===== src/rtl/mc_ctrl.sv =====
`default_nettype none
// ============================================================================
//  Module   : mc_ctrl
//  Purpose  : Multi-cycle control FSM for the MIPS subset. Sequences the
//             shared ALU, register file, PC and the unified instruction/data
//             memory port. Memory accesses wait on mem_ready.
//  Options  : ILLEGAL_TRAP_EN - undecoded instructions trap to HALT and the
//             'illegal' output is added. Undefined: they retire as NOPs.
//  Revision : 1.0 - initial release
// ============================================================================
module mc_ctrl #(
  parameter int RA_IDX  = 31,  // register written by jal (selected by wr_sel=2)
  parameter int PC_STEP = 4    // constant on alu_srcb=1, fixed at 4
) (
  input  logic       clk,
  input  logic       rst,
  input  logic [5:0] op,
  input  logic [5:0] funct,
  input  logic       zero,
  input  logic       mem_ready,
  output logic [4:0] alu_op,
  output logic [1:0] alu_srca,
  output logic [1:0] alu_srcb,
  output logic       ext_op,
  output logic       mem_read,
  output logic       mem_write,
  output logic       ir_write,
  output logic       pc_en,
  output logic [1:0] npc_sel,
  output logic       reg_write,
  output logic [1:0] wr_sel,
  output logic [1:0] wd_sel,
`ifdef ILLEGAL_TRAP_EN
  output logic       illegal,
`endif
  output logic [2:0] state
);

  // The datapath hard-wires these two values; reject any other setting.
  if (PC_STEP != 4 || RA_IDX != 31) begin : g_param_check
    $error("mc_ctrl: PC_STEP must be 4 and RA_IDX must be 31");
  end

  // ALU operation encodings shared with the ALU.
  localparam logic [4:0] ALUOP_ADD  = 5'd0;
  localparam logic [4:0] ALUOP_ADDU = 5'd1;
  localparam logic [4:0] ALUOP_SUB  = 5'd2;
  localparam logic [4:0] ALUOP_SUBU = 5'd3;
  localparam logic [4:0] ALUOP_OR   = 5'd4;
  localparam logic [4:0] ALUOP_SLT  = 5'd5;
  localparam logic [4:0] ALUOP_SLL  = 5'd6;
  localparam logic [4:0] ALUOP_LUI  = 5'd7;
  localparam logic [4:0] ALUOP_EQL  = 5'd8;
  localparam logic [4:0] ALUOP_BNE  = 5'd9;

  // Primary opcodes.
  localparam logic [5:0] OP_RTYPE = 6'b000000;
  localparam logic [5:0] OP_LW    = 6'b100011;
  localparam logic [5:0] OP_SW    = 6'b101011;
  localparam logic [5:0] OP_BEQ   = 6'b000100;
  localparam logic [5:0] OP_BNE   = 6'b000101;
  localparam logic [5:0] OP_ADDI  = 6'b001000;
  localparam logic [5:0] OP_ORI   = 6'b001101;
  localparam logic [5:0] OP_LUI   = 6'b001111;
  localparam logic [5:0] OP_J     = 6'b000010;
  localparam logic [5:0] OP_JAL   = 6'b000011;

  // R-type function codes.
  localparam logic [5:0] FN_ADD  = 6'b100000;
  localparam logic [5:0] FN_ADDU = 6'b100001;
  localparam logic [5:0] FN_SUB  = 6'b100010;
  localparam logic [5:0] FN_SUBU = 6'b100011;
  localparam logic [5:0] FN_OR   = 6'b100101;
  localparam logic [5:0] FN_SLT  = 6'b101010;
  localparam logic [5:0] FN_SLL  = 6'b000000;

  typedef enum logic [2:0] {
    S_IF   = 3'd0,
    S_ID   = 3'd1,
    S_EX   = 3'd2,
    S_MEM  = 3'd3,
    S_WB   = 3'd4,
    S_HALT = 3'd5
  } state_t;

  state_t state_q, state_d;

  logic       is_rtype, is_lw, is_sw, is_beq, is_bne;
  logic       is_addi, is_ori, is_lui, is_j, is_jal;
  logic       is_sll;
  logic       r_legal, insn_legal;
  logic [4:0] r_alu_op;

  // Strobes before the reset override.
  logic pc_en_raw, ir_write_raw, reg_write_raw, mem_write_raw;

  // Opcode decode of the latched IR.
  always_comb begin
    is_rtype = (op == OP_RTYPE);
    is_lw    = (op == OP_LW);
    is_sw    = (op == OP_SW);
    is_beq   = (op == OP_BEQ);
    is_bne   = (op == OP_BNE);
    is_addi  = (op == OP_ADDI);
    is_ori   = (op == OP_ORI);
    is_lui   = (op == OP_LUI);
    is_j     = (op == OP_J);
    is_jal   = (op == OP_JAL);
    is_sll   = is_rtype && (funct == FN_SLL);
  end

  // R-type funct to ALU operation; r_legal flags a recognised funct.
  always_comb begin
    r_alu_op = ALUOP_ADD;
    r_legal  = 1'b1;
    case (funct)
      FN_ADD:  r_alu_op = ALUOP_ADD;
      FN_ADDU: r_alu_op = ALUOP_ADDU;
      FN_SUB:  r_alu_op = ALUOP_SUB;
      FN_SUBU: r_alu_op = ALUOP_SUBU;
      FN_OR:   r_alu_op = ALUOP_OR;
      FN_SLT:  r_alu_op = ALUOP_SLT;
      FN_SLL:  r_alu_op = ALUOP_SLL;
      default: r_legal  = 1'b0;
    endcase
  end

  // Whole-instruction legality, used by ID to pick EX or the illegal path.
  always_comb begin
    insn_legal = (is_rtype && r_legal) || is_lw || is_sw || is_beq || is_bne ||
                 is_addi || is_ori || is_lui || is_j || is_jal;
  end

  // State register; reset aborts any instruction in flight.
  always_ff @(posedge clk or posedge rst) begin
    if (rst) begin
      state_q <= S_IF;
    end else begin
      state_q <= state_d;
    end
  end

  // Next-state and per-state control outputs.
  always_comb begin
    state_d       = state_q;
    alu_op        = ALUOP_ADD;
    alu_srca      = 2'd0;
    alu_srcb      = 2'd0;
    ext_op        = 1'b0;
    mem_read      = 1'b0;
    mem_write_raw = 1'b0;
    ir_write_raw  = 1'b0;
    pc_en_raw     = 1'b0;
    npc_sel       = 2'd0;
    reg_write_raw = 1'b0;
    wr_sel        = 2'd0;
    wd_sel        = 2'd0;

    case (state_q)
      S_IF: begin
        // Fetch and compute PC+4 in the same cycle.
        mem_read = 1'b1;
        alu_srca = 2'd0;
        alu_srcb = 2'd1;
        alu_op   = ALUOP_ADDU;
        if (mem_ready) begin
          ir_write_raw = 1'b1;
          pc_en_raw    = 1'b1;
          npc_sel      = 2'd0;
          state_d      = S_ID;
        end
      end

      S_ID: begin
        // Speculatively compute the branch target into ALUOut.
        alu_srca = 2'd0;
        alu_srcb = 2'd3;
        ext_op   = 1'b1;
        alu_op   = ALUOP_ADDU;
        if (is_j) begin
          pc_en_raw = 1'b1;
          npc_sel   = 2'd2;
          state_d   = S_IF;
        end else if (is_jal) begin
          // PC already holds PC+4, which is the link value.
          pc_en_raw     = 1'b1;
          npc_sel       = 2'd2;
          reg_write_raw = 1'b1;
          wr_sel        = 2'd2;
          wd_sel        = 2'd2;
          state_d       = S_IF;
        end else if (insn_legal) begin
          state_d = S_EX;
        end else begin
`ifdef ILLEGAL_TRAP_EN
          state_d = S_HALT;
`else
          state_d = S_IF;
`endif
        end
      end

      S_EX: begin
        state_d = S_IF;
        if (is_rtype) begin
          alu_op = r_alu_op;
          if (is_sll) begin
            alu_srca = 2'd2;
            alu_srcb = 2'd2;
          end else begin
            alu_srca = 2'd1;
            alu_srcb = 2'd0;
          end
          state_d = S_WB;
        end else if (is_addi) begin
          alu_srca = 2'd1;
          alu_srcb = 2'd2;
          ext_op   = 1'b1;
          alu_op   = ALUOP_ADD;
          state_d  = S_WB;
        end else if (is_ori) begin
          alu_srca = 2'd1;
          alu_srcb = 2'd2;
          ext_op   = 1'b0;
          alu_op   = ALUOP_OR;
          state_d  = S_WB;
        end else if (is_lui) begin
          alu_srcb = 2'd2;
          alu_op   = ALUOP_LUI;
          state_d  = S_WB;
        end else if (is_lw || is_sw) begin
          alu_srca = 2'd1;
          alu_srcb = 2'd2;
          ext_op   = 1'b1;
          alu_op   = ALUOP_ADDU;
          state_d  = S_MEM;
        end else if (is_beq || is_bne) begin
          // The ALU raises zero when the branch is taken for either sense.
          alu_srca  = 2'd1;
          alu_srcb  = 2'd0;
          alu_op    = is_beq ? ALUOP_EQL : ALUOP_BNE;
          pc_en_raw = zero;
          npc_sel   = 2'd1;
          state_d   = S_IF;
        end
      end

      S_MEM: begin
        // Hold the request until memory reports completion.
        mem_read      = is_lw;
        mem_write_raw = is_sw;
        if (mem_ready) begin
          state_d = is_lw ? S_WB : S_IF;
        end
      end

      S_WB: begin
        reg_write_raw = 1'b1;
        if (is_rtype) begin
          wr_sel = 2'd0;
          wd_sel = 2'd0;
        end else if (is_lw) begin
          wr_sel = 2'd1;
          wd_sel = 2'd1;
        end else begin
          wr_sel = 2'd1;
          wd_sel = 2'd0;
        end
        state_d = S_IF;
      end

      S_HALT: begin
`ifdef ILLEGAL_TRAP_EN
        state_d = S_HALT;
`else
        state_d = S_IF;
`endif
      end

      default: state_d = S_IF;
    endcase
  end

  // Architectural strobes are suppressed for as long as reset is high.
  assign pc_en     = pc_en_raw     & ~rst;
  assign ir_write  = ir_write_raw  & ~rst;
  assign reg_write = reg_write_raw & ~rst;
  assign mem_write = mem_write_raw & ~rst;

  assign state = state_q;

`ifdef ILLEGAL_TRAP_EN
  assign illegal = (state_q == S_HALT);
`endif

endmodule
`default_nettype wire

===== config.mk =====
export PLATFORM = sky130hd
export DESIGN_NAME = mc_ctrl
export DESIGN_NICKNAME = d
export VERILOG_FILES = /design/src/rtl/mc_ctrl.sv
export SDC_FILE = /design/constraint.sdc
export NUM_CORES = 1
export LEC_CHECK = 0
export CAP_MARGIN = 20
export CORE_MARGIN = 3
export CORE_UTILIZATION = 41
export DETAILED_ROUTE_END_ITERATION = 8
export HOLD_SLACK_MARGIN = 0.03
export PLACE_DENSITY = 0.85
export SLEW_MARGIN = 20
export SYNTH_ARGS = -nofsm -noshare
export SYNTH_HDL_FRONTEND = slang
export SYNTH_SLANG_ARGS = --single-unit
export TNS_END_PERCENT = 10

===== constraint.sdc =====
create_clock -name clk -period 5 [get_ports clk]
set_input_delay 1.25 -clock clk [delete_from_list [all_inputs] [get_ports clk]]
set_output_delay 1.25 -clock clk [all_outputs]
set_load 0.01 [all_outputs]

==> results of run 1 <==
final timing paths:
check / end / slack, ns / cells past startpoint
worst max-delay path: pc_en / 0.27 / 7
max in group asynchronous: state[0] / 3.53 / 2
min in group asynchronous: state[2] / 1.32 / 2
worst min-delay path: state[0] / 0.68 / 1
worst min register to register: state[0] / 0.68 / 1
worst max register to register: state[0] / 3.74 / 2
critical path: stages:
cell             delay, ns
clkdlybuf4s50_1       0.52
nor2_1                0.35
inv_1                 0.16
nor4_4                0.28
a211oi_1              0.12
a2111oi_2             0.20
clkdlybuf4s50_1       0.58
routing by layer:
metal / up-vias / track usage, % / part of all wire [%]
li1: 465 / - / -
met1: 410 / 24.8 / 45
met2: 31 / 35.6 / 49
met3: 2 / 1.50 / 5.6
met4: 0 / 3.23 / 0.33
met5: - / 0 / 0
synth_stat cells (3+ instances only):
library cell  count
a21oi_1           7
a31oi_1           4
and3_1            6
buf_2             3
buf_4             3
dfrtp_1           3
inv_1             6
nand2_1           7
nand2b_1          4
nand3_1           3
nor2_1           13
nor2b_1           4
nor3_1            6
nor4_1            4
o21ai_0           4
o22ai_1           3
cells by family after synthesis:
family / synth area share, %
AOI/OAI and AO/OA: 26.6
xor gates and xnor gates: 1.23
buffers and inverters: 12.7
DFF: 10.6
muxes: 3.17
other: 0.529
and+or+nand+nor: 45.2
placed cells by master (no fill, tap or decap), types with 2 or more instances in the layout:
master and n:
nor3_1 6, nor2_1 13, mux2_2 2, buf_4 3, o22ai_1 3, nor4_1 4
clkbuf_4 3, and3_1 6, nand3_1 3, o21ai_0 4, inv_1 6, a21oi_1 7
nor2b_1 4, a211oi_1 2, nand2b_1 4, clkdlybuf4s50_1 38, a31oi_1 4, nand2_1 7
dfrtp_1 3, a2111oi_0 2
power by group:
group          switching, mW  internal (mW)  leakage (nW)  total, mW
Clock                 0.0126         0.0299        0.0150     0.0425
Combinational         0.0323         0.0351         0.348     0.0674
Sequential           0.00437         0.0257        0.0399     0.0300
metrics by stage:
step / power, mW / instances / utilization, % / hold WS, ns
6_report: 0.140 / 158 / 70.0 / 0.683
5_1_grt: 0.150 / 158 / 70.0 / 0.741
4_1_cts: 0.140 / 158 / 70.0 / 0.680
3_5_place_dp: 0.0969 / 154 / 68.3 / 0.672
3_3_place_gp: 0.0960 / 154 / 68.3 / 0.656
2_1_floorplan: 0.0643 / 107 / - / 0.618
layout make-up:
| type | count | area [µm²] |
|---|---|---|
| Sequential cell | 3 | 75.1 |
| Inverter | 6 | 22.5 |
| Timing Repair Buffer | 41 | 403 |
| Multi-Input combinational cell | 88 | 544 |
| Fill cell | 147 | 468 |
| Clock buffer | 4 | 26.3 |
| Tap cell | 16 | 20.0 |
==> impl_metrics.csv, run 1 <==
group,metric,value,unit
status,status,"completed",
yosys,postSynthCellCount,107,
sta,hold_viol,0,
global_routing,antenna_found_initial,0,
floorplanning,core,0.00156,mm²
clock_tree,ctsResizeCount,0,
yosys,yosysTopAreaCell,"dfrtp_1",
place,dpl_cell_area,0.00106,mm²
yosys,yosysUniqueCellTypes,38,
yosys,synth_top_area_share,10.6,%
sta,min_period,4.73,ns
sta,drv_slew,0,
yosys,synth_fp_nets,123,
yosys,yosys-top-cells-area,"dfrtp_1 11%, nor2_1 6.9%, and3_1 5.3%, a21oi_1 4.9%, nor3_1 4.2%",
worst_hold_path,hold_path_class,"reg -> reg",
job,max_cap_viol_count,0,
yosys,synth-seq-area-share,10.6,%
route,firstDrtPassIters,4,
worst_setup_path,startpoint,"op[4]",
clock_tree,path_clk_slew,0.04,ns
worst_setup_path,crit_path_start_kind,"primary input",
cells_and_area,antenna_cells,0,
place,place_congestion,0.922,
worst_setup_path,crit_type,"in -> out",
worst_setup_path,crit_path_end_kind,"primary output",
clock_tree,cts.hold.buffers_added,0,
clock_tree,tritoncts,"done",
clock_tree,cts_setup_buffers,0,
cells_and_area,drive_gt1_share,7.75,%
route,drt-wirelength-per-cell,13.6,µm
floorplanning,die_w,47.6,µm
cells_and_area,largest_reg_flops,3,
floorplanning,io_pins,40,
global_routing,grt_pass1_vias,785,
cells_and_area,syn_to_final_growth,53.8,%
sta,finalWorstSetupSlack,0.269,ns
sta,relSlewSlack,63.5,%
cells_and_area,nets,159,
sta,rsz0062_at_grt,"false",
worst_setup_path,crit_fanout,7,
worst_setup_path,worstPathArrival,3.48,ns
worst_hold_path,hp-start,"state[2]",
global_routing,grt_pass1_wl,3.28,mm
route,drcViolationCount,0,
clock_tree,cts_made_buffers,3,
yosys,synth.cell_area,709,µm²
floorplanning,die_h,47.6,µm
yosys,synth_edf_count,0,
sta,max_clock_freq,0.211,GHz
floorplanning,start_util,45.5,%
sta,finalSetupTns,0,ns
clock_tree,clk_latency,0.23,ns
sta,fin_skew,0.00210,ns
yosys,ys_async_sr_fraction,100,%
place,preCtsSetupSlack,0.282,ns
global_routing,grt_start_max_net_pins,14,
clock_tree,cts_buffer_depth,2,
clock_tree,cts.sinks,3,
sta,fin_crit_sh,94.6,%
place,hpwlAfterDp,1.70,mm
yosys,avgSynthCellArea,6.63,µm²
global_routing,grt_remaining_overflow,0,
clock_tree,cts-root-buf,"clkbuf_4",
place,io_buffers,38,
worst_setup_path,timing.rr.start,"state[1]",
power,powerDensity,128,mW/mm²
sta,worstMarginPinSlew,0.534,ns
route,via_per_inst,5.75,
global_routing,grt_usage,19.3,%
route,ant_nets,0,
cells_and_area,final_area,0.00109,mm²
yosys,synth_seq_cells,3,
yosys,yosysWarnings,0,
route,drt_iter0_markers,15,
floorplanning,dieArea,0.00227,mm²
yosys,synth_top_flop_cell,"dfrtp_1",
route,wl,2.15,mm
floorplanning,rows,14,
route,num_vias,908,
power,leakage,0.403,nW
worst_setup_path,required,3.75,ns
sta,setup-violations-final,0,
power,ir_worst_vdd,61.3,µV
clock_tree,cts_htree_levels,1,
(Power assumes the default switching activity.)
==> run 2: changes to the inputs <==
CORE_MARGIN = unset   (was 3)
==> run 2 against run 1 <==
The run now ends with design-rule violations left. Clock power hardly changed. Setup slack got worse by 0.045 ns. Sequential share of layout area unchanged. Maximum frequency down 0.94%. Count of clock-buffer cells in the layout did not move. Core utilization is the same. Global-route usage is 2.6 points higher. Via count is 1.2% lower. Combinational power shrank 0.7%. Sequential power about the same. Register-to-register slack worse by 0.03 ns. Total power is 0.17% lower.
==> impl_metrics.csv, run 2 (same netlist as run 1, synthesis figures left out) <==
group,metric,value,unit
status,status,"finished with violations",
floorplanning,start_util,45.5,%
floorplanning,die_w,43.6,µm
clock_tree,tritoncts,"done",
route,num_vias,897,
sta,fin_crit_sh,95.5,%
sta,finalSetupTns,0,ns
floorplanning,rows,14,
sta,hold_viol,0,
clock_tree,cts-root-buf,"clkbuf_4",
clock_tree,cts_htree_levels,1,
cells_and_area,final_common_cell,"clkdlybuf4s50_1",
global_routing,antenna_found_initial,0,
cells_and_area,nets,159,
clock_tree,cts.hold.buffers_added,0,
sta,fin_skew,0.000488,ns
worst_setup_path,slowest_stage,"clkdlybuf4s50_1",
global_routing,grt_pass1_vias,794,
route,via_per_inst,5.68,
clock_tree,ctsResizeCount,0,
sta,min_period,4.78,ns
route,firstDrtPassIters,6,
worst_hold_path,hold_path_class,"reg -> reg",
floorplanning,io_pins,40,
worst_setup_path,rr_worst_depth,3,
worst_setup_path,crit_type,"in -> out",
worst_setup_path,worstPathCellList,"clkdlybuf4s50_1 -> nor2_1 -> inv_1 -> nor4_4 -> a211oi_1 -> a2111oi_2 -> clkdlybuf4s50_1",
cells_and_area,final_area,0.00109,mm²
power,powerDensity,128,mW/mm²
worst_setup_path,crit_top_cell,"clkdlybuf4s50_1",
cells_and_area,ff_latch_area,75.1,µm²
power,ir_worst_vdd,62.4,µV
route,drt-wirelength-per-cell,12.5,µm
sta,setup-violations-final,0,
global_routing,grt_start_max_net_pins,14,
place,place_congestion,0.847,
worst_setup_path,required,3.75,ns
route,drt_iter0_markers,26,
worst_setup_path,slowest_delay,0.59,ns
global_routing,grt_remaining_overflow,0,
route,drcViolationCount,4,
place,dpl_cell_area,0.00106,mm²
worst_setup_path,crit_fanout,7,
status,failed_checks,"design-rule violations",
cells_and_area,fillers,137,
worst_setup_path,r2r_end,"state[1]",
sta,rsz0062_at_grt,"false",
clock_tree,cts_made_buffers,3,
worst_hold_path,hold_path_end,"state[0]",
sta,max_clock_freq,0.209,GHz
floorplanning,die_h,43.6,µm
cells_and_area,multi_input_area,544,µm²
clock_tree,path_clk_slew,0.04,ns
floorplanning,dieArea,0.00190,mm²
worst_hold_path,holdPathStages,1,
worst_hold_path,hp-start,"state[2]",
cells_and_area,fin_util,70.0,%
worst_setup_path,worstPathArrival,3.53,ns
global_routing,grt_pass1_wl,3.28,mm
place,hpwlAfterDp,1.53,mm
worst_setup_path,crit_path_start_kind,"primary input",
global_routing,grt_usage,22.0,%
cells_and_area,drive_gt1_share,7.75,%
place,io_buffers,38,
cells_and_area,syn_to_final_growth,53.8,%
power,leakage,0.403,nW
route,ant_nets,0,
clock_tree,cts_setup_buffers,0,
clock_tree,clk_latency,0.23,ns
clock_tree,cts_buffer_depth,2,
cells_and_area,largest_reg_flops,3,
clock_tree,cts.sinks,3,
cells_and_area,antenna_cells,0,
floorplanning,core,0.00156,mm²
worst_setup_path,timing.rr.start,"state[1]",
cells_and_area,final_cell_mix,"38 x clkdlybuf4s50_1, 13 x nor2_1, 7 x a21oi_1, 7 x nand2_1",
sta,drv_slew,0,
route,wl,1.97,mm
worst_setup_path,crit_path_end_kind,"primary output",
job,max_cap_viol_count,0,
worst_setup_path,reg2reg_slack,3.71,ns
==> run 2: cell counts in the layout (fill, tap and decap cells not counted) <==
No cell type changed its count.
==> run 2: metrics by stage <==
stage	total power, mW	hold slack (ns)	setup WS [ns]	cells
after detailed placement	0.0967	0.652	0.221	154
after global routing	0.148	0.728	0.0767	158
after CTS	0.141	0.664	0.205	158
after global placement	0.0956	0.656	0.325	154
final	0.140	0.671	0.224	158
after floorplan	0.0643	0.618	1.33	107
==> run 2: final cells by class <==
cell class                      instances  share of cell area [%]
Multi-Input combinational cell         88                    49.9
Timing Repair Buffer                   41                    36.9
Sequential cell                         3                    6.88
Clock buffer                            4                    2.41
Inverter                                6                    2.06
Tap cell                               16                    1.83
==> run 2: critical path: cells and delay by family <==
| family | cells | cell delay [ns] |
|---|---|---|
| buffers and inverters | 3 | 1.27 |
| AND/OR/NAND/NOR | 2 | 0.64 |
| AO/OA/AOI/OAI | 2 | 0.36 |
==> run 2: routing by layer <==
| metal | track usage (%) | share of wire (%) | vias up |
|---|---|---|---|
| met4 | 6.88 | 0.41 | 0 |
| met2 | 38.5 | 50 | 39 |
| met3 | 3.33 | 7.9 | 2 |
| met5 | 0 | 0 | - |
| li1 | - | - | 461 |
| met1 | 27.3 | 42 | 395 |
==> run 2: worst max path at each step <==
stage	startpoint	to	slack, ns	cells past startpoint
after CTS	op[4]	pc_en	0.21	7
after global routing	op[4]	pc_en	0.08	7
after detailed placement	op[4]	pc_en	0.22	7
after floorplan	op[5]	pc_en	1.33	5
after global placement	op[4]	pc_en	0.33	7
final	op[4]	pc_en	0.22	7
==> run 2: where the power goes <==
group | total, mW | leakage (nW) | switching (mW) | internal (mW)
clock | 0.0428 | 0.0150 | 0.0129 | 0.0299
sequential | 0.0300 | 0.0399 | 0.00439 | 0.0256
combinational | 0.0669 | 0.348 | 0.0318 | 0.0351
total | 0.140 | 0.403 | 0.0491 | 0.0906
==> run 3: changes to the inputs <==
CORE_MARGIN = 3   (was unset)
==> results of run 3 <==
Final layout, timing and power as in run 1 (identical DEF).
